**config.mk**
```make
export PLATFORM = sky130hd
export DESIGN_NAME = bon_flat
export DESIGN_NICKNAME = d
export VERILOG_FILES = /design/src/rtl/bon_pkg.sv /design/src/rtl/bon_if.sv /design/src/rtl/bon_matcher.sv /design/src/rtl/bon.sv /design/src/flat_wrapper.sv
export SDC_FILE = /design/constraint.sdc
export NUM_CORES = 1
export LEC_CHECK = 0
export CORE_MARGIN = 3
export CORE_UTILIZATION = 35
export DETAILED_ROUTE_END_ITERATION = 7
export MAX_ROUTING_LAYER = met4
export PLACE_DENSITY_LB_ADDON = 0.3
export SLEW_MARGIN = 20
export SYNTH_ARGS = -nofsm -noshare
export SYNTH_HDL_FRONTEND = slang
export SYNTH_SLANG_ARGS = --single-unit
```
**constraint.sdc**
```tcl
create_clock -name clk -period 1.8 [get_ports clk]
set_clock_uncertainty 0.05 [all_clocks]
set_input_delay 0.36 -clock clk [delete_from_list [all_inputs] [get_ports clk]]
set_output_delay 0.36 -clock clk [all_outputs]
set_load 0.01 [all_outputs]
```
**src/rtl/bon_pkg.sv**
```systemverilog
// Shared types and default configuration for the bon pattern-match scanner.
package bon_pkg;

    localparam int DATA_W_DEF  = 10;
    localparam int ADDR_W_DEF  = 10;
    localparam int PAT_LEN_DEF = 4;
    localparam logic [3:0] PATTERN_DEF = 4'b1011;

    typedef enum logic [1:0] {
        IDLE = 2'd0,
        SCAN = 2'd1,
        DONE = 2'd2
    } state_t;

endpackage

```
**src/rtl/bon_if.sv**
```systemverilog
// Memory read port plus host start/fin/result handshake of the bon scanner.
interface bon_if #(
    parameter int DATA_W = bon_pkg::DATA_W_DEF,
    parameter int ADDR_W = bon_pkg::ADDR_W_DEF
) ();
    logic              start;
    logic [DATA_W-1:0] data;
    logic              en;
    logic [ADDR_W-1:0] addr;
    logic              flag;
    logic              fin;
    logic [DATA_W-1:0] result;

    modport master (input start, data, output en, addr, flag, fin, result);
    modport slave  (output start, data, input en, addr, flag, fin, result);
endinterface

```
**src/rtl/bon_matcher.sv**
```systemverilog
// Combinational window compare of one word against PATTERN.
// BON_CIRCULAR_EN adds windows that wrap from bit 0 around to bit DATA_W-1.
module bon_matcher
    import bon_pkg::*;
#(
    parameter int DATA_W  = DATA_W_DEF,
    parameter int PAT_LEN = PAT_LEN_DEF,
    parameter logic [PAT_LEN-1:0] PATTERN = PAT_LEN'(PATTERN_DEF)
) (
    input  logic [DATA_W-1:0] data,
    output logic              match
);

`ifdef BON_CIRCULAR_EN
    localparam int LAST  = DATA_W - 1;
    localparam int SRC_W = DATA_W + PAT_LEN - 1;
    logic [SRC_W-1:0] src_s;

    // Extend the word with its own low bits so wrapped windows become linear slices
    always_comb begin
        src_s = {SRC_W{1'b0}};
        for (int j = 0; j < SRC_W; j++) begin
            src_s[j] = data[j % DATA_W];
        end
    end
`else
    localparam int LAST = DATA_W - PAT_LEN;
    logic [DATA_W-1:0] src_s;
    assign src_s = data;
`endif

    // Any overlapping window equal to PATTERN raises match
    always_comb begin
        match = 1'b0;
        for (int i = 0; i <= LAST; i++) begin
            if (src_s[i +: PAT_LEN] == PATTERN) begin
                match = 1'b1;
            end else begin
                match = match;
            end
        end
    end

endmodule

```
**src/rtl/bon.sv**
```systemverilog
// bon: scans every memory address once after start, counts words containing PATTERN.
// Optional macro BON_CIRCULAR_EN enables circular (wrap-around) windows in bon_matcher.
module bon
    import bon_pkg::*;
#(
    parameter int DATA_W  = DATA_W_DEF,
    parameter int ADDR_W  = ADDR_W_DEF,
    parameter int PAT_LEN = PAT_LEN_DEF,
    parameter logic [PAT_LEN-1:0] PATTERN = PAT_LEN'(PATTERN_DEF)
) (
    input  logic  clk,
    input  logic  rst,
    bon_if.master bus
);

    localparam logic [ADDR_W-1:0] ADDR_LAST = {ADDR_W{1'b1}};
    localparam logic [ADDR_W-1:0] ADDR_ONE  = {{(ADDR_W-1){1'b0}}, 1'b1};
    localparam logic [DATA_W-1:0] COUNT_MAX = {DATA_W{1'b1}};
    localparam logic [DATA_W-1:0] COUNT_ONE = {{(DATA_W-1){1'b0}}, 1'b1};

    state_t            state_r;
    logic              en_r;
    logic              fin_r;
    logic [ADDR_W-1:0] addr_r;
    logic [DATA_W-1:0] count_r;
    logic              match_s;
    logic              flag_s;

    bon_matcher #(
        .DATA_W  (DATA_W),
        .PAT_LEN (PAT_LEN),
        .PATTERN (PATTERN)
    ) u_matcher (
        .data  (bus.data),
        .match (match_s)
    );

    // data is don't-care outside SCAN, so the match is gated by the read strobe
    assign flag_s = en_r & match_s;

    // Scan FSM: walks addresses 0..ADDR_LAST, accumulates a saturating match count
    always_ff @(posedge clk or negedge rst) begin
        if (!rst) begin
            state_r <= IDLE;
            en_r    <= 1'b0;
            fin_r   <= 1'b0;
            addr_r  <= {ADDR_W{1'b0}};
            count_r <= {DATA_W{1'b0}};
        end else begin
            case (state_r)
                IDLE: begin
                    if (bus.start) begin
                        state_r <= SCAN;
                        en_r    <= 1'b1;
                        fin_r   <= 1'b0;
                        addr_r  <= {ADDR_W{1'b0}};
                        count_r <= {DATA_W{1'b0}};
                    end
                end
                SCAN: begin
                    if (flag_s && (count_r != COUNT_MAX)) begin
                        count_r <= count_r + COUNT_ONE;
                    end
                    if (addr_r == ADDR_LAST) begin
                        state_r <= DONE;
                        en_r    <= 1'b0;
                        fin_r   <= 1'b1;
                    end else begin
                        addr_r <= addr_r + ADDR_ONE;
                    end
                end
                DONE: begin
                    state_r <= DONE;
                end
                default: begin
                    state_r <= IDLE;
                    en_r    <= 1'b0;
                    fin_r   <= 1'b0;
                end
            endcase
        end
    end

    assign bus.en     = en_r;
    assign bus.addr   = addr_r;
    assign bus.flag   = flag_s;
    assign bus.fin    = fin_r;
    assign bus.result = count_r;

endmodule

```
**src/flat_wrapper.sv**
```systemverilog
// flat-port wrapper written by rule: the top's interface ports become plain ports
module bon_flat import bon_pkg::*;
#(
    parameter int DATA_W  = DATA_W_DEF,
    parameter int ADDR_W  = ADDR_W_DEF,
    parameter int PAT_LEN = PAT_LEN_DEF,
    parameter logic [PAT_LEN-1:0] PATTERN = PAT_LEN'(PATTERN_DEF)
)
  (clk, rst, bus_start, bus_data, bus_en, bus_addr, bus_flag, bus_fin, bus_result);
  bon_if #(.DATA_W(DATA_W), .ADDR_W(ADDR_W)) bus_i ();
  input  logic clk;
  input  logic rst;
  input wire logic [$bits(bus_i.start)-1:0] bus_start;
  input wire logic [$bits(bus_i.data)-1:0] bus_data;
  output wire logic [$bits(bus_i.en)-1:0] bus_en;
  output wire logic [$bits(bus_i.addr)-1:0] bus_addr;
  output wire logic [$bits(bus_i.flag)-1:0] bus_flag;
  output wire logic [$bits(bus_i.fin)-1:0] bus_fin;
  output wire logic [$bits(bus_i.result)-1:0] bus_result;
  assign bus_i.start = bus_start;
  assign bus_i.data = bus_data;
  assign bus_en = bus_i.en;
  assign bus_addr = bus_i.addr;
  assign bus_flag = bus_i.flag;
  assign bus_fin = bus_i.fin;
  assign bus_result = bus_i.result;
  bon #(.DATA_W(DATA_W), .ADDR_W(ADDR_W), .PAT_LEN(PAT_LEN), .PATTERN(PATTERN)) u_core (.clk(clk), .rst(rst), .bus(bus_i));
endmodule
```
Yosys cells after proc, flatten, opt, wreduce, memory -nomap -nowiden
Cells that the tools add are included.
{"block": "classes", "n_bitwise": 2, "addsub": 2, "eq_ne": 15, "n_mux": 21, "n_reduce_logical": 7}
{"cell": "$pmux W10 S2", "n": 2}
{"cell": "$mux W10", "n": 3}
{"cell": "$eq A4 B4 Y1 const B", "n": 7}
{"cell": "$add A10 B1 Y10 const B", "n": 2}
{"cell": "$mux W1", "n": 11}
{"cell": "$eq A10 B10 Y1 const B", "n": 1}
{"cell": "$ne A10 B10 Y1 const B", "n": 1}
{"cell": "$reduce_and A3 Y1", "n": 3}
{"cell": "$pmux W1 S3", "n": 2}
{"cell": "$pmux W2 S3", "n": 1}
{"cell": "$mux W2", "n": 2}
{"cell": "$ne A2 B1 Y1 const B", "n": 2}
{"cell": "$ne A2 B2 Y1 const B", "n": 2}
{"cell": "$eq A2 B1 Y1 const B", "n": 1}
{"cell": "$eq A2 B2 Y1 const B", "n": 1}
{"cell": "$logic_not A2 Y1", "n": 1}
{"cell": "$reduce_and A2 Y1", "n": 1}
{"cell": "$reduce_bool A2 Y1", "n": 1}
{"cell": "$and A1 B1 Y1", "n": 1}
{"cell": "$logic_and A1 B1 Y1", "n": 1}
{"cell": "$not A1 Y1", "n": 1}
{"block": "word_totals", "output_inout_bits": 23, "wordCells": 52, "input_bits": 13, "ff_bits": 24}

Longest topological paths before layout
{"block": "depth", "word_depth": 12, "ltp_mapped": 7, "mapped_depth_nobuf": 7}

Modules after synthesis
From an unflattened synthesis, not the netlist that was laid out.
{"block": "unflattened", "hier_cells": 186, "hier_area_um2": 1686.6}
{"module": "bon", "cells_each": 175, "n_inst": 1, "seq_area_each_um2": 600.6, "area_each_um2": 1606.5}
{"module": "bon_matcher", "cells_each": 11, "n_inst": 1, "seq_area_each_um2": 0.0, "area_each_um2": 80.1}

Worst setup path after synthesis
No wires, ideal clock.
{"block": "synth_path", "kind": "reg2reg", "from": "register u_core.state_r[0]", "to": "register u_core.addr_r[6], in the netlist u_core.bus.addr[6]", "setup_ps": 128, "setup_slack_ps": 75, "arrival_time_ps": 1547, "t_required_ps": 1622, "synth_period_minus_slack_ps": 1725, "n_path_buf": 0, "stages_incl_launch_ff": 8, "cell_sequence": "dfrtp_1 -> inv_1 -> ha_1 -> mux2i_2 -> and3b_1 -> nand4b_1 -> xor2_1 -> nor2_1"}
{"block": "synth_between", "elab_chain_len": 3, "word_cells_on_any_way": 7, "cone_classes": "3 x eq/ne; 1 x mux; 3 x reduce/logical"}
{"item": "start: declaration", "line": "bon.sv:21", "source": "state_t state_r;"}
{"item": "start signal: assignment", "line": "bon.sv:44", "source": "state_r <= IDLE;"}
{"item": "start signal: assignment", "line": "bon.sv:53", "source": "state_r <= SCAN;"}
{"item": "start signal: assignment", "line": "bon.sv:65", "source": "state_r <= DONE;"}
{"item": "$eq A2 B1 Y1 / $logic_not A2 Y1 (equally long branches)", "line": "bon.sv:50", "source": "case (state_r)"}
{"item": "$ne A2 B2 Y1 (no source line) / $reduce_bool A2 Y1 (equally long branches)"}
{"item": "$reduce_and A3 Y1 (no source line)"}
{"item": "end signal: assignment", "line": "bon.sv:47", "source": "addr_r <= {ADDR_W{1'b0}};"}
{"item": "end signal: assignment", "line": "bon.sv:56", "source": "addr_r <= {ADDR_W{1'b0}};"}
{"item": "end signal: assignment", "line": "bon.sv:69", "source": "addr_r <= addr_r + ADDR_ONE;"}
{"item": "end: declaration", "line": "bon.sv:24", "source": "logic [ADDR_W-1:0] addr_r;"}
Parallel ways exist; a longest one is shown, timed or not.
A chain may end at the register's enable or synchronous reset.

Worst setup path in the final report
{"block": "layout_path", "from": "input port bus_data[0]", "to": "output port bus_flag"}
{"block": "layout_between", "elab_chain_len": 9}
{"item": "start: declaration", "line": "flat_wrapper.sv:14", "source": "input wire logic [$bits(bus_i.data)-1:0] bus_data;"}
{"item": "$eq A4 B4 Y1", "line": "bon_matcher.sv:36", "source": "if (src_s[i +: PAT_LEN] == PATTERN) begin"}
{"item": "$mux W1 (7 in a row)", "line": "bon_matcher.sv:36"}
{"item": "$and A1 B1 Y1", "line": "bon.sv:39", "source": "assign flag_s = en_r & match_s;"}
{"item": "end: declaration", "line": "flat_wrapper.sv:17", "source": "output wire logic [$bits(bus_i.flag)-1:0] bus_flag;"}
No other way between the ends.

==> qor.csv <==
stage,metric,value,unit
outcome,status,completed,
place,port_buffers,35,
hold_path,hp-class,in2async,
routing,first_pass_iters,4,
synthesis,syn_area,1480,um2
run,drv_cap,0,
synthesis,ys_ff_latch,24,
routing,antenna_left,0,
worst_setup_path,path_class,in2out,
timing,slew_violations,0,
pwr,p_leak,0.9363,nW
synthesis,avgSynthCellArea,9.194,um2
cts,cts_root_buf,clkbuf_8,
cts,numCtsBuffers,3,
finish,synthToLayoutAreaGrowth,46.83,%
global_routing,grt_pass1_wl,6382,um
finish,fillers,382,
global_routing,gr-usage-all-layers,0.1583,
cts,clk_pin_slew,0.09,ns
pwr,ir_drop,0.4150,mV
pwr,power-per-cell-area,500.1,nW/um2
routing,first_iter_violations,107,
place,dp_hpwl,2729,um
finish,layout_common_cells,"clkdlybuf4s50_1, buf_4, dfrtp_1",
timing,whs,0.3957,ns
synthesis,yosysUniqueCellTypes,38,
timing,fmax,571.3,MHz
timing,min_period_over_period,0.9724,
global_routing,antenna_found_initial,0,
worst_setup_path,cp_cell_sequence,"dlygate4sd2_1, nand4b_1, nand2_1, or3_4, and2_4, buf_6",
global_routing,grt_max_degree,25,
worst_setup_path,crit_arrival,1.34,ns
worst_setup_path,cp-end-kind,output port,
finish,fin_area,2173,um2
floorplan,io_pins,36,
place,placed_area,2018,um2
timing,post-route-min-period,1.750,ns
floorplan,start_util,0.3674,
worst_setup_path,critPathBufInv,2,
synthesis,synthArstFlopShare,1.000,
timing,rsz0062_at_grt,yes,
global_routing,grt_pass1_vias,1427,
floorplan,die_x,71.03,um
finish,finalNetCount,239,
routing,vias_per_cell,5.441,
floorplan,die_area,5045,um2
cts,clock_latency,0.27,ns
worst_setup_path,startpoint_type,input port,
routing,remaining_drc_errors,0,
global_routing,grt-ovfl-total,0,
routing,vias,1469,
worst_setup_path,critPathMaxFanout,2,
synthesis,ys_top_cells_by_area,"dfrtp_1, a31oi_1, nand4b_1",
timing,worst_pin_slew,0.3157,ns
cts,ctsHtreeMaxLevel,1,
worst_setup_path,path_depth,6,
timing,relSlewSlack,0.7880,
worst_setup_path,crit_family,simple AND/OR/NAND/NOR gates,
floorplan,die-height,71.03,um
place,place_congestion,0.8311,
worst_setup_path,cp_slowest_cell,or3_4,
synthesis,synth_edf_count,0,
finish,antennaDiodeCount,0,
timing,setup-violations-final,0,
floorplan,core_area,4029,um2
synthesis,synth_cells,161,
synthesis,syn_nets,179,
cts,cts_buffer_depth,2,
synthesis,synth.yosys.seq_area_share,0.4057,
floorplan,rows,23,
timing,hold_viol,0,
worst_setup_path,r2r_cells,7,
synthesis,synth_top_area_share,0.4057,
cts,cts_tree,built,
synthesis,synth_warnings,0,
finish,drive_gt1_frac,0.2545,
worst_setup_path,max_stage_delay,0.37,ns
synthesis,synthFlopType,dfrtp_1,
cts,cts.sinks,24,
routing,routed_wl,3719,um
routing,wl_per_cell,13.77,um
synthesis,yosysTopAreaCell,dfrtp_1,
worst_setup_path,cp.required,1.39,ns
## metal layers
layer  wire length, um  global-route usage  vias up
li1                  -                   -      726
met1              1640              0.1919      709
met2              1906              0.2709       32
met3               144             0.01705        2
met4                29             0.05846        0
met5                 0                   -        -
## synth_stat cells, types with 2 or more instances
master	count
inv_1	7
a21oi_1	7
and3_1	5
ha_1	5
and2_1	3
nand4b_1	8
xor2_1	3
xnor2_1	3
and4_1	2
nand2b_1	5
a31oi_1	16
buf_2	2
nor2_1	11
nor3b_1	2
nand2_1	15
o21ai_0	4
nand4_1	8
dfrtp_1	24
nor3_1	6
nand3_1	7
## final timing paths
kind,start,to,slack [ns]
worst max-delay path,bus_data[0],bus_flag,0.05
worst min-delay path,rst,u_core.bus.addr[6],0.40
worst max register to register,u_core.state_r[0],u_core.bus.addr[6],0.07
worst min register to register,u_core.bus.fin,u_core.bus.fin,0.47
max in group asynchronous,rst,u_core.bus.addr[2],1.04
min in group clk,u_core.bus.fin,u_core.bus.fin,0.47
## through the flow
| step | util | setup WS (ns) | power (mW) | setup TNS [ns] | instances |
|---|---|---|---|---|---|
| 3_3_place_gp | 0.5009 | -0.6771 | 0.6276 | -5.571 | 262 |
| 2_1_floorplan | - | 0.07487 | 0.5721 | 0 | 161 |
| 5_1_grt | 0.5394 | -0.004780 | 1.133 | -0.005518 | 270 |
| 6_report | 0.5394 | 0.04962 | 1.087 | 0 | 270 |
| 4_1_cts | 0.5317 | 0.001418 | 1.106 | 0 | 268 |
| 3_5_place_dp | 0.5009 | -0.7075 | 0.6282 | -6.158 | 262 |
## what timing repair did
item	CTS	global route
hold buffers	0	0
buffers inserted	2	2
pin swaps	8	8
resized for setup	40	12
setup endpoints to repair	18	15
endpoints found under the hold margin	0	0
## area by class of cell
type / instances / area [um2] / share of cell area
clock buffer: 3 / 41.29 / 0.01900
inverter: 7 / 26.28 / 0.01209
sequential: 24 / 601.8 / 0.2769
tap: 50 / 62.56 / 0.02879
timing repair buffer: 59 / 506.7 / 0.2332
clock inverter: 1 / 30.03 / 0.01382
multi-input combinational: 126 / 904.6 / 0.4162
## cells by family after synthesis
logic type                 after synthesis  share of synthesized area
xor gates and xnor gates                 6                    0.03551
and+or+nand+nor                         80                     0.3280
AOI/OAI and AO/OA                       33                     0.1378
muxes                                    2                    0.01606
DFF                                     24                     0.4058
buffers and inverters                   11                    0.03466
adders and majority gates                5                    0.04227
## state kept, by name, summed over array words and instances, names as in the netlist
signal and cells:
u_core.bus.addr 10, u_core.state_r 2, u_core.bus.en 1, u_core.bus.result 10, u_core.bus.fin 1
## power breakdown
| group | internal [mW] | switching (mW) | total, mW |
|---|---|---|---|
| clock | 0.297 | 0.181 | 0.479 |
| sequential | 0.540 | 0.000661 | 0.540 |
| combinational | 0.0329 | 0.0349 | 0.0678 |
Power figures use the tool's default switching activity.
